### src/rtl/serial_adder_pkg.sv
// Shared types and constants for the bit-serial adder/subtractor.
package serial_adder_pkg;

    // Controller states: waiting for a start, or consuming operand bits.
    typedef enum logic {
        ST_IDLE = 1'b0,
        ST_RUN  = 1'b1
    } state_t;

    // Encoding of the mode input.
    localparam logic MODE_ADD = 1'b0;
    localparam logic MODE_SUB = 1'b1;

endpackage

### src/rtl/serial_adder_fa_bit.sv
// One-bit full adder used as the arithmetic core of the serial adder.
module fa_bit (
    input  logic a,
    input  logic b,
    input  logic ci,
    output logic s,
    output logic co
);

    // Sum and majority carry of three bits.
    always_comb begin
        s  = a ^ b ^ ci;
        co = (a & b) | (a & ci) | (b & ci);
    end

endmodule

### src/rtl/serial_adder_n.sv
// Bit-serial adder/subtractor, operands presented LSB first.
//
// Handshake: a word begins when start is high while IDLE (that edge also
// samples cin and mode and consumes no operand bit). In RUN, an operand bit is
// taken on every edge where bit_valid is high; bit_valid low stalls with all
// state held. Each result bit appears on s with s_valid one cycle after its
// operand bit is taken. done pulses with the last result bit, and cout/ovf are
// valid from then until the next done or reset. start is ignored in RUN but
// is accepted in the done cycle, so words can run back to back.
module serial_adder_n
    import serial_adder_pkg::*;
#(
    parameter int WIDTH  = 8,
    parameter int SUB_EN = 1
) (
    input  logic   clk,
    input  logic   reset,
    input  logic   start,
    input  logic   cin,
    input  logic   mode,
    input  logic   bit_valid,
    input  logic   a_bit,
    input  logic   b_bit,
    output logic   s,
    output logic   s_valid,
    output logic   cout,
    output logic   ovf,
    output logic   done,
    output logic   busy,
    output state_t dbg_state
);

    localparam int CW = (WIDTH > 1) ? $clog2(WIDTH) : 1;
    localparam logic [CW-1:0] LAST_IDX = CW'(WIDTH - 1);

    state_t          r_state;
    state_t          w_next_state;
    logic [CW-1:0]   r_cnt;
    logic            r_carry;
    logic            r_mode_eff;
    logic            r_s;
    logic            r_s_valid;
    logic            r_cout;
    logic            r_ovf;
    logic            r_done;

    logic            w_load;
    logic            w_accept;
    logic            w_last;
    logic            w_mode_in;
    logic            w_b_eff;
    logic            w_sum;
    logic            w_co;

    // Subtraction is a + ~b + ~cin, so the operand and carry are inverted by mode.
    assign w_mode_in = (mode == MODE_SUB) && (SUB_EN != 0);
    assign w_b_eff   = b_bit ^ r_mode_eff;
    assign w_load    = (r_state == ST_IDLE) && start;
    assign w_accept  = (r_state == ST_RUN) && bit_valid;
    assign w_last    = w_accept && (r_cnt == LAST_IDX);

    fa_bit u_fa (
        .a  (a_bit),
        .b  (w_b_eff),
        .ci (r_carry),
        .s  (w_sum),
        .co (w_co)
    );

    // State register.
    always_ff @(posedge clk or negedge reset) begin
        if (!reset) begin
            r_state <= ST_IDLE;
        end else begin
            r_state <= w_next_state;
        end
    end

    // Next-state: leave IDLE on start, return once the last bit is taken.
    always_comb begin
        w_next_state = r_state;
        case (r_state)
            ST_IDLE: if (start)  w_next_state = ST_RUN;
            ST_RUN:  if (w_last) w_next_state = ST_IDLE;
            default:             w_next_state = ST_IDLE;
        endcase
    end

    // Datapath: word setup on start, one bit per accepted edge, word flags on the last bit.
    always_ff @(posedge clk or negedge reset) begin
        if (!reset) begin
            r_cnt      <= '0;
            r_carry    <= 1'b0;
            r_mode_eff <= 1'b0;
            r_s        <= 1'b0;
            r_s_valid  <= 1'b0;
            r_cout     <= 1'b0;
            r_ovf      <= 1'b0;
            r_done     <= 1'b0;
        end else begin
            r_s_valid <= 1'b0;
            r_done    <= 1'b0;
            if (w_load) begin
                r_carry    <= cin ^ w_mode_in;
                r_mode_eff <= w_mode_in;
                r_cnt      <= '0;
            end else if (w_accept) begin
                r_s       <= w_sum;
                r_s_valid <= 1'b1;
                r_carry   <= w_co;
                if (w_last) begin
                    // Overflow: carry into the sign bit differs from carry out of it.
                    r_cout <= w_co;
                    r_ovf  <= r_carry ^ w_co;
                    r_done <= 1'b1;
                end else begin
                    r_cnt <= r_cnt + 1'b1;
                end
            end
        end
    end

    assign s         = r_s;
    assign s_valid   = r_s_valid;
    assign cout      = r_cout;
    assign ovf       = r_ovf;
    assign done      = r_done;
    assign busy      = (r_state == ST_RUN);
    assign dbg_state = r_state;

endmodule

### config.mk
export PLATFORM = sky130hd
export DESIGN_NAME = serial_adder_n
export DESIGN_NICKNAME = d
export VERILOG_FILES = /design/src/rtl/serial_adder_pkg.sv /design/src/rtl/serial_adder_fa_bit.sv /design/src/rtl/serial_adder_n.sv
export SDC_FILE = /design/constraint.sdc
export NUM_CORES = 1
export LEC_CHECK = 0
export ABC_AREA = 1
export BUFFER_PORTS_ARGS = -buffer_cell sky130_fd_sc_hd__buf_2
export CAP_MARGIN = 20
export CORE_MARGIN = 2
export CORE_UTILIZATION = 40
export CTS_CLUSTER_SIZE = 25
export DETAILED_ROUTE_END_ITERATION = 10
export PLACE_DENSITY_LB_ADDON = 0.12
export SLEW_MARGIN = 20
export SYNTH_ARGS = -nofsm -noshare
export SYNTH_HDL_FRONTEND = slang
export SYNTH_HIERARCHICAL = 1
export SYNTH_SLANG_ARGS = --single-unit
### constraint.sdc
create_clock -name clk -period 2.7 [get_ports clk]
set_clock_uncertainty 0.1 [all_clocks]
set_input_delay 0.27 -clock clk [delete_from_list [all_inputs] [get_ports clk]]
set_output_delay 0.27 -clock clk [all_outputs]
set_load 0.02 [all_outputs]
==> flow_summary_export.csv, run 1 <==
group,metric,value,unit
pwr,p_leak,0.3688,nW
status,status,"completed",
setup_path,rr_startpoint,"r_mode_eff",
pwr,clkPwrFrac,17.9,%
placement,dp_hpwl,751.1,um
setup_path,ff2ff_setup_slack,1.06,ns
logic_synthesis,synth_area,526.8,um^2
clock_tree,cts_tree,"done",
placement,place_ws,1.049,ns
die,num_rows,13,
sta,report.final.slew_viol_count,0,
routing,dr.pass1.iters,3,
die,die_w,40.29,um
global_route,grt-ovfl-total,0,
setup_path,cp-startpoint,"r_mode_eff",
finish,regMostFlops,"r_cnt",
finish,layout-drive-gt1-share,26.92,%
die,fp.coreArea,1269,um^2
routing,viasPerCell,4.516,
routing,totalWireLength,962,um
setup_path,start_kind,"flip-flop",
min_path,hold-path-cell-count,3,
global_route,grt_pass1_vias,347,
clock_tree,cts_buffers,3,
routing,drcViolationCount,0,
clock_tree,htree_num_levels,1,
pwr,peakVddDrop,405.7,uV
setup_path,endpoint_kind,"flip-flop",
logic_synthesis,ys_ff_latch,11,
pwr,p_per_area,951.6,nW/um^2
clock_tree,root_buffer,"clkbuf_4",
setup_path,regToRegEndpoint,"ovf",
clock_tree,clk_latency,0.27,ns
logic_synthesis,synth_cell_types,14,
placement,gp_congestion,0.7397,
logic_synthesis,post_synth_inst_count,60,
sta,tightest_slew,0.2533,ns
setup_path,critical_path_class,"flip-flop to flip-flop",
setup_path,cp_max_fo,4,
clock_tree,cts_resized,0,
pwr,pwr-share-seq,44.2,%
setup_path,r2r_cells,5,
global_route,grt_pass1_wl,1.538,mm
routing,drt_iter0_drc,7,
clock_tree,post_cts_buffers,0,
min_path,hp-class,"input pin to flip-flop",
sta,setup_viol,0,
pwr,power.total,613.2,uW
min_path,min_to,"busy",
sta,rsz0062_at_grt,"no",
finish,area_growth,22.33,%
die,ios,15,
die,chipHeight,40.29,um
finish,fin_nets,90,
pwr,sw_frac_of_total,38.48,%
sta,finalCritPeriodShare,60.90,%
die,start_util,41.52,%
logic_synthesis,synthesis.nets,71,
pwr,intPower,377.2,uW
setup_path,cp.arrival,1.71,ns
routing,post_drt_wl_per_cell,10.34,um
routing,antenna_left,0,
sta,timing.hold.ws,0.1577,ns
routing,vias,420,
min_path,hold_start,"start",
sta,fin_ws,1.056,ns
sta,min_period,1.644,ns
logic_synthesis,synth_area_per_cell,8.779,um^2
logic_synthesis,yosysTopAreaCellShare,52.26,%
flow_run,maxCapViolCount,0,
clock_tree,clk_pin_slew,0.07,ns
sta,fmax,608.2,MHz
finish,mostFrequentLayoutCell,"nand2_1",
clock_tree,clock-sinks,11,
finish,largest_reg_flops,3,
finish,finish.utilization,50.79,%
logic_synthesis,synth_area_leaders,"dfrtp_1 52%, nand2_1 14%, nand3_1 7.6%",
sta,finalHoldViolCount,0,
placement,port_buffers,14,
logic_synthesis,yosysTopAreaCell,"dfrtp_1",
finish,diodes,0,
logic_synthesis,ys_seq_area_share,52.26,%
die,dieArea,1623,um^2
sta,max-slew-margin-rel,83.12,%
pwr,p_switching,235.9,uW
global_route,antenna_found_initial,0,
global_route,grt.total_usage,16.20,%
logic_synthesis,yosys_warnings,6,
setup_path,crit_required,2.77,ns
clock_tree,cts_buffer_depth,2,
sta,finalSetupTns,0,ns
finish,final_cell_mix,"20 x nand2_1, 14 x buf_2, 11 x dfrtp_1",
global_route,grt_start_max_net_pins,12,
pwr,pwr-share-comb,37.9,%
==> power by group through the flow <==
stage,clock network [mW],logic [mW],registers (mW)
floorplan,0,0.138,0.299
global placement,0,0.225,0.269
detailed placement,0,0.237,0.274
CTS,0.115,0.238,0.271
global route,0.124,0.274,0.282
finish,0.110,0.232,0.271
==> through the flow <==
step                instances  instance area [um^2]
finish                     93                 644.4
global route               93                 644.4
CTS                        93                 644.4
detailed placement         88                 608.1
global placement           88                 608.1
floorplan                  60                 526.8
==> cell families after synthesis <==
| kind of cell | Yosys count | synth area share, % |
|---|---|---|
| and+or+nand+nor | 32 | 27.08 |
| buffers and inverters | 11 | 8.550 |
| DFF | 11 | 52.26 |
| xor gates and xnor gates | 1 | 1.663 |
| adders and majority gates | 3 | 8.550 |
| AOI/OAI and AO/OA | 2 | 1.900 |
==> worst max-delay path, cell delays in order (launching register included) <==
cell and delay (ns):
dfrtp_1 0.39, xor2_1 0.18, fa_1 0.44, or2_2 0.31, nand3_1 0.08, nand2_1 0.04
==> layer usage <==
layer	up-vias	wire [um]	GRT usage [%]
met5	-	0	0
met4	0	19	10.00
met3	5	80	10.00
met2	13	428	20.97
met1	183	434	19.93
li1	219	-	-
==> synthesized netlist by cell type <==
library cell and instances:
nand2_2 1, nand2_1 20, or2_2 1, ha_1 2, nor2_1 1, inv_2 1
dfrtp_1 11, xor2_1 1, fa_1 1, buf_4 1, nor2_4 1, nand3_1 8
o21ai_0 2, inv_1 9
==> layout make-up <==
cell class | count | area [um^2]
clock buffer | 4 | 26.28
fill | 139 | 624.3
inverter | 10 | 37.54
multi-input combinational | 38 | 206.4
sequential | 11 | 275.3
tap | 15 | 18.77
timing repair buffer | 15 | 80.08
==> repair_timing <==
| action | 4_1_cts | 5_1_grt |
|---|---|---|
| endpoints found under the hold margin | 11 | 0 |
| hold buffers | 1 | 0 |
| setup endpoints to repair | 0 | 0 |
==> worst max-delay path by stage <==
stage | end | cells after the start
4_1_cts | ovf | 5
5_1_grt | ovf | 5
3_3_place_gp | ovf | 5
6_report | ovf | 5
2_1_floorplan | ovf | 5
3_5_place_dp | ovf | 5
(Power assumes the default switching activity.)
==> run 2, diff against run 1 <==
ABC_AREA = 0   (was 1)
clock period = 1.6 ns   (was 2.7 ns; I/O delays follow)
==> flow_summary_export.csv, run 2 <==
group,metric,value,unit
logic_synthesis,synth_area,553.0,um^2
logic_synthesis,synth.most_common_cell,"dfrtp_1",
sta,max-slew-margin-rel,83.26,%
clock_tree,post_cts_buffers,0,
die,dieArea,1696,um^2
finish,largest_reg_flops,3,
clock_tree,cts_buffers,3,
routing,viasPerCell,4.974,
global_route,grt_start_max_net_pins,12,
global_route,grt_pass1_wl,1.428,mm
die,start_util,42.50,%
logic_synthesis,yosysTopAreaCellShare,49.77,%
logic_synthesis,post_synth_inst_count,43,
logic_synthesis,synthArstFlopShare,100.0,%
logic_synthesis,yosysTopAreaCell,"dfrtp_1",
global_route,grt_pass1_vias,341,
die,die_w,41.19,um
setup_path,cp.buffers_inverters,0,
finish,fin_nets,75,
global_route,antenna_found_initial,0,
pwr,p_leak,0.3551,nW
logic_synthesis,synthFlopType,"dfrtp_1",
placement,place_ws,-0.004970,ns
die,ios,15,
sta,report.final.slew_viol_count,0,
logic_synthesis,synth_cell_types,26,
logic_synthesis,synth_area_leaders,"dfrtp_1 50%, mux2_4 5.4%, ha_1 4.5%",
placement,port_buffers,14,
sta,setup_viol,0,
logic_synthesis,ys_ff_latch,11,
logic_synthesis,synth_commonest_cells,"11 x dfrtp_1, 4 x nand2_1",
clock_tree,root_buffer,"clkbuf_4",
clock_tree,clock-sinks,11,
clock_tree,cts_buffer_depth,2,
setup_path,critical_path_class,"flip-flop to flip-flop",
sta,finalHoldViolCount,0,
global_route,grt.total_usage,13.84,%
setup_path,cp_cell_sequence,"xor2_1, fa_2, mux2_4",
die,fp.coreArea,1301,um^2
logic_synthesis,synth_area_per_cell,12.86,um^2
flow_run,maxCapViolCount,0,
sta,finalSetupTns,0,ns
setup_path,slowest_delay,0.46,ns
setup_path,start_kind,"flip-flop",
sta,tightest_slew,0.2510,ns
routing,totalWireLength,973,um
placement,dp_hpwl,718.7,um
routing,drt_iter0_drc,1,
die,num_rows,13,
placement,gp_congestion,0.6397,
finish,layout-drive-gt1-share,49.21,%
pwr,peakVddDrop,856.2,uV
routing,drcViolationCount,0,
setup_path,endpoint_kind,"flip-flop",
sta,fin_ws,0.04997,ns
finish,fill_cells,134,
logic_synthesis,ys_seq_area_share,49.77,%
finish,mostFrequentLayoutCell,"buf_2",
logic_synthesis,synthesis.nets,54,
sta,finalCritPeriodShare,96.88,%
finish,regMostFlops,"r_cnt",
clock_tree,clk_latency,0.27,ns
setup_path,crit_family,"adder cells",
die,chipHeight,41.19,um
sta,rsz0062_at_grt,"yes",
finish,diodes,0,
finish,area_growth,25.57,%
routing,vias,388,
clock_tree,clk_pin_slew,0.07,ns
logic_synthesis,yosys_warnings,6,
global_route,grt-ovfl-total,0,
status,status,"completed",
routing,post_drt_wl_per_cell,12.47,um
setup_path,cp_max_fo,2,
routing,dr.pass1.iters,2,
routing,antenna_left,0,
clock_tree,cts_tree,"done",
sta,fmax,645.1,MHz
logic_synthesis,synth_edf_count,0,
sta,min_period,1.550,ns
setup_path,crit_required,1.65,ns
finish,final_cell_mix,"14 x buf_2, 11 x dfrtp_1, 4 x nand2_1",
setup_path,cp_slowest_cell,"fa_2",
clock_tree,htree_num_levels,1,
pwr,p_per_area,1724,nW/um^2
setup_path,ff2ff_setup_slack,0.05,ns
min_path,hp-class,"input pin to flip-flop",
setup_path,cp.arrival,1.60,ns
## run 2: changes by cell type after synthesis, sizes merged, moves of 2 or more
cell | before | now
mux2i | 0 | 2
nand2 | 21 | 4
mux2 | 0 | 4
nand3 | 8 | 2
and2b | 0 | 2
inv | 10 | 1
## run 2: logic make-up (layout without fill, tap and decap cells)
family                   count (synthesis)  count (layout)  synth area share, %
AO/OA/AOI/OAI                            5               5                6.786
XOR/XNOR                                 3               3                4.752
adder cells (fa/ha/maj)                  3               3                8.144
buffers and inverters                    3              23                4.072
flip-flops                              11              11                49.77
multiplexers                             6               6                13.80
AND/OR/NAND/NOR                         12              12                12.67
## run 2: worst register-to-register path: stages, from the launching register on
cell	delay (ns)
dfrtp_1	0.39
xor2_1	0.21
fa_2	0.46
mux2_4	0.26
## run 2: report_power, final
part           internal (mW)  leakage (nW)  switching, mW
Clock                 0.0965        0.0150         0.0914
Combinational          0.290         0.207          0.239
Sequential             0.388         0.133         0.0919
Total                  0.775         0.355          0.422
## run 2: per-stage QoR
step | util (%) | total power [mW] | area (um^2) | hold WS (ns) | instances
4_1_cts | 52.60 | 1.186 | 684.4 | 0.03738 | 78
3_5_place_dp | 49.62 | 0.9815 | 645.6 | -0.05882 | 73
6_report | 53.37 | 1.197 | 694.4 | 0.04224 | 78
3_3_place_gp | 49.62 | 0.9653 | 645.6 | -0.05544 | 73
2_1_floorplan | - | 0.8320 | 553.0 | -0.2356 | 43
5_1_grt | 53.37 | 1.299 | 694.4 | 0.04544 | 78
## run 2: final cells by class
class	count	area (um^2)	area share, %
Tap cell	15	18.77	2.703
Timing Repair Buffer	18	102.6	14.77
Multi-Input combinational cell	29	267.8	38.56
Inverter	1	3.754	0.5405
Clock buffer	4	26.28	3.784
Sequential cell	11	275.3	39.64
## run 2: path summary, 6_finish.rpt
path | start | depth (start not counted) | end
worst max-delay path | r_mode_eff | 3 | s
max in group asynchronous | reset | 2 | ovf
min in group asynchronous | reset | 2 | busy
worst min register to register | ovf | 2 | ovf
worst min-delay path | mode | 2 | r_mode_eff
worst max register to register | r_mode_eff | 3 | s
## run 2: metal layers
layer | routed length, um | vias up | GRT usage, % | part of all wire (%)
met1 | 413 | 186 | 15.95 | 42
met4 | 8 | 0 | 4.839 | 0.82
li1 | - | 186 | - | -
met2 | 482 | 14 | 21.09 | 50
met3 | 68 | 2 | 8.152 | 7.0
met5 | 0 | - | 0 | 0
## run 2: timing repair
action                                 in CTS  in global routing
hold buffers                                1                  0
endpoints found under the hold margin      11                  0
setup endpoints to repair                   2                  5
pin swaps                                   0                  0
gates resized for setup                     1                  3
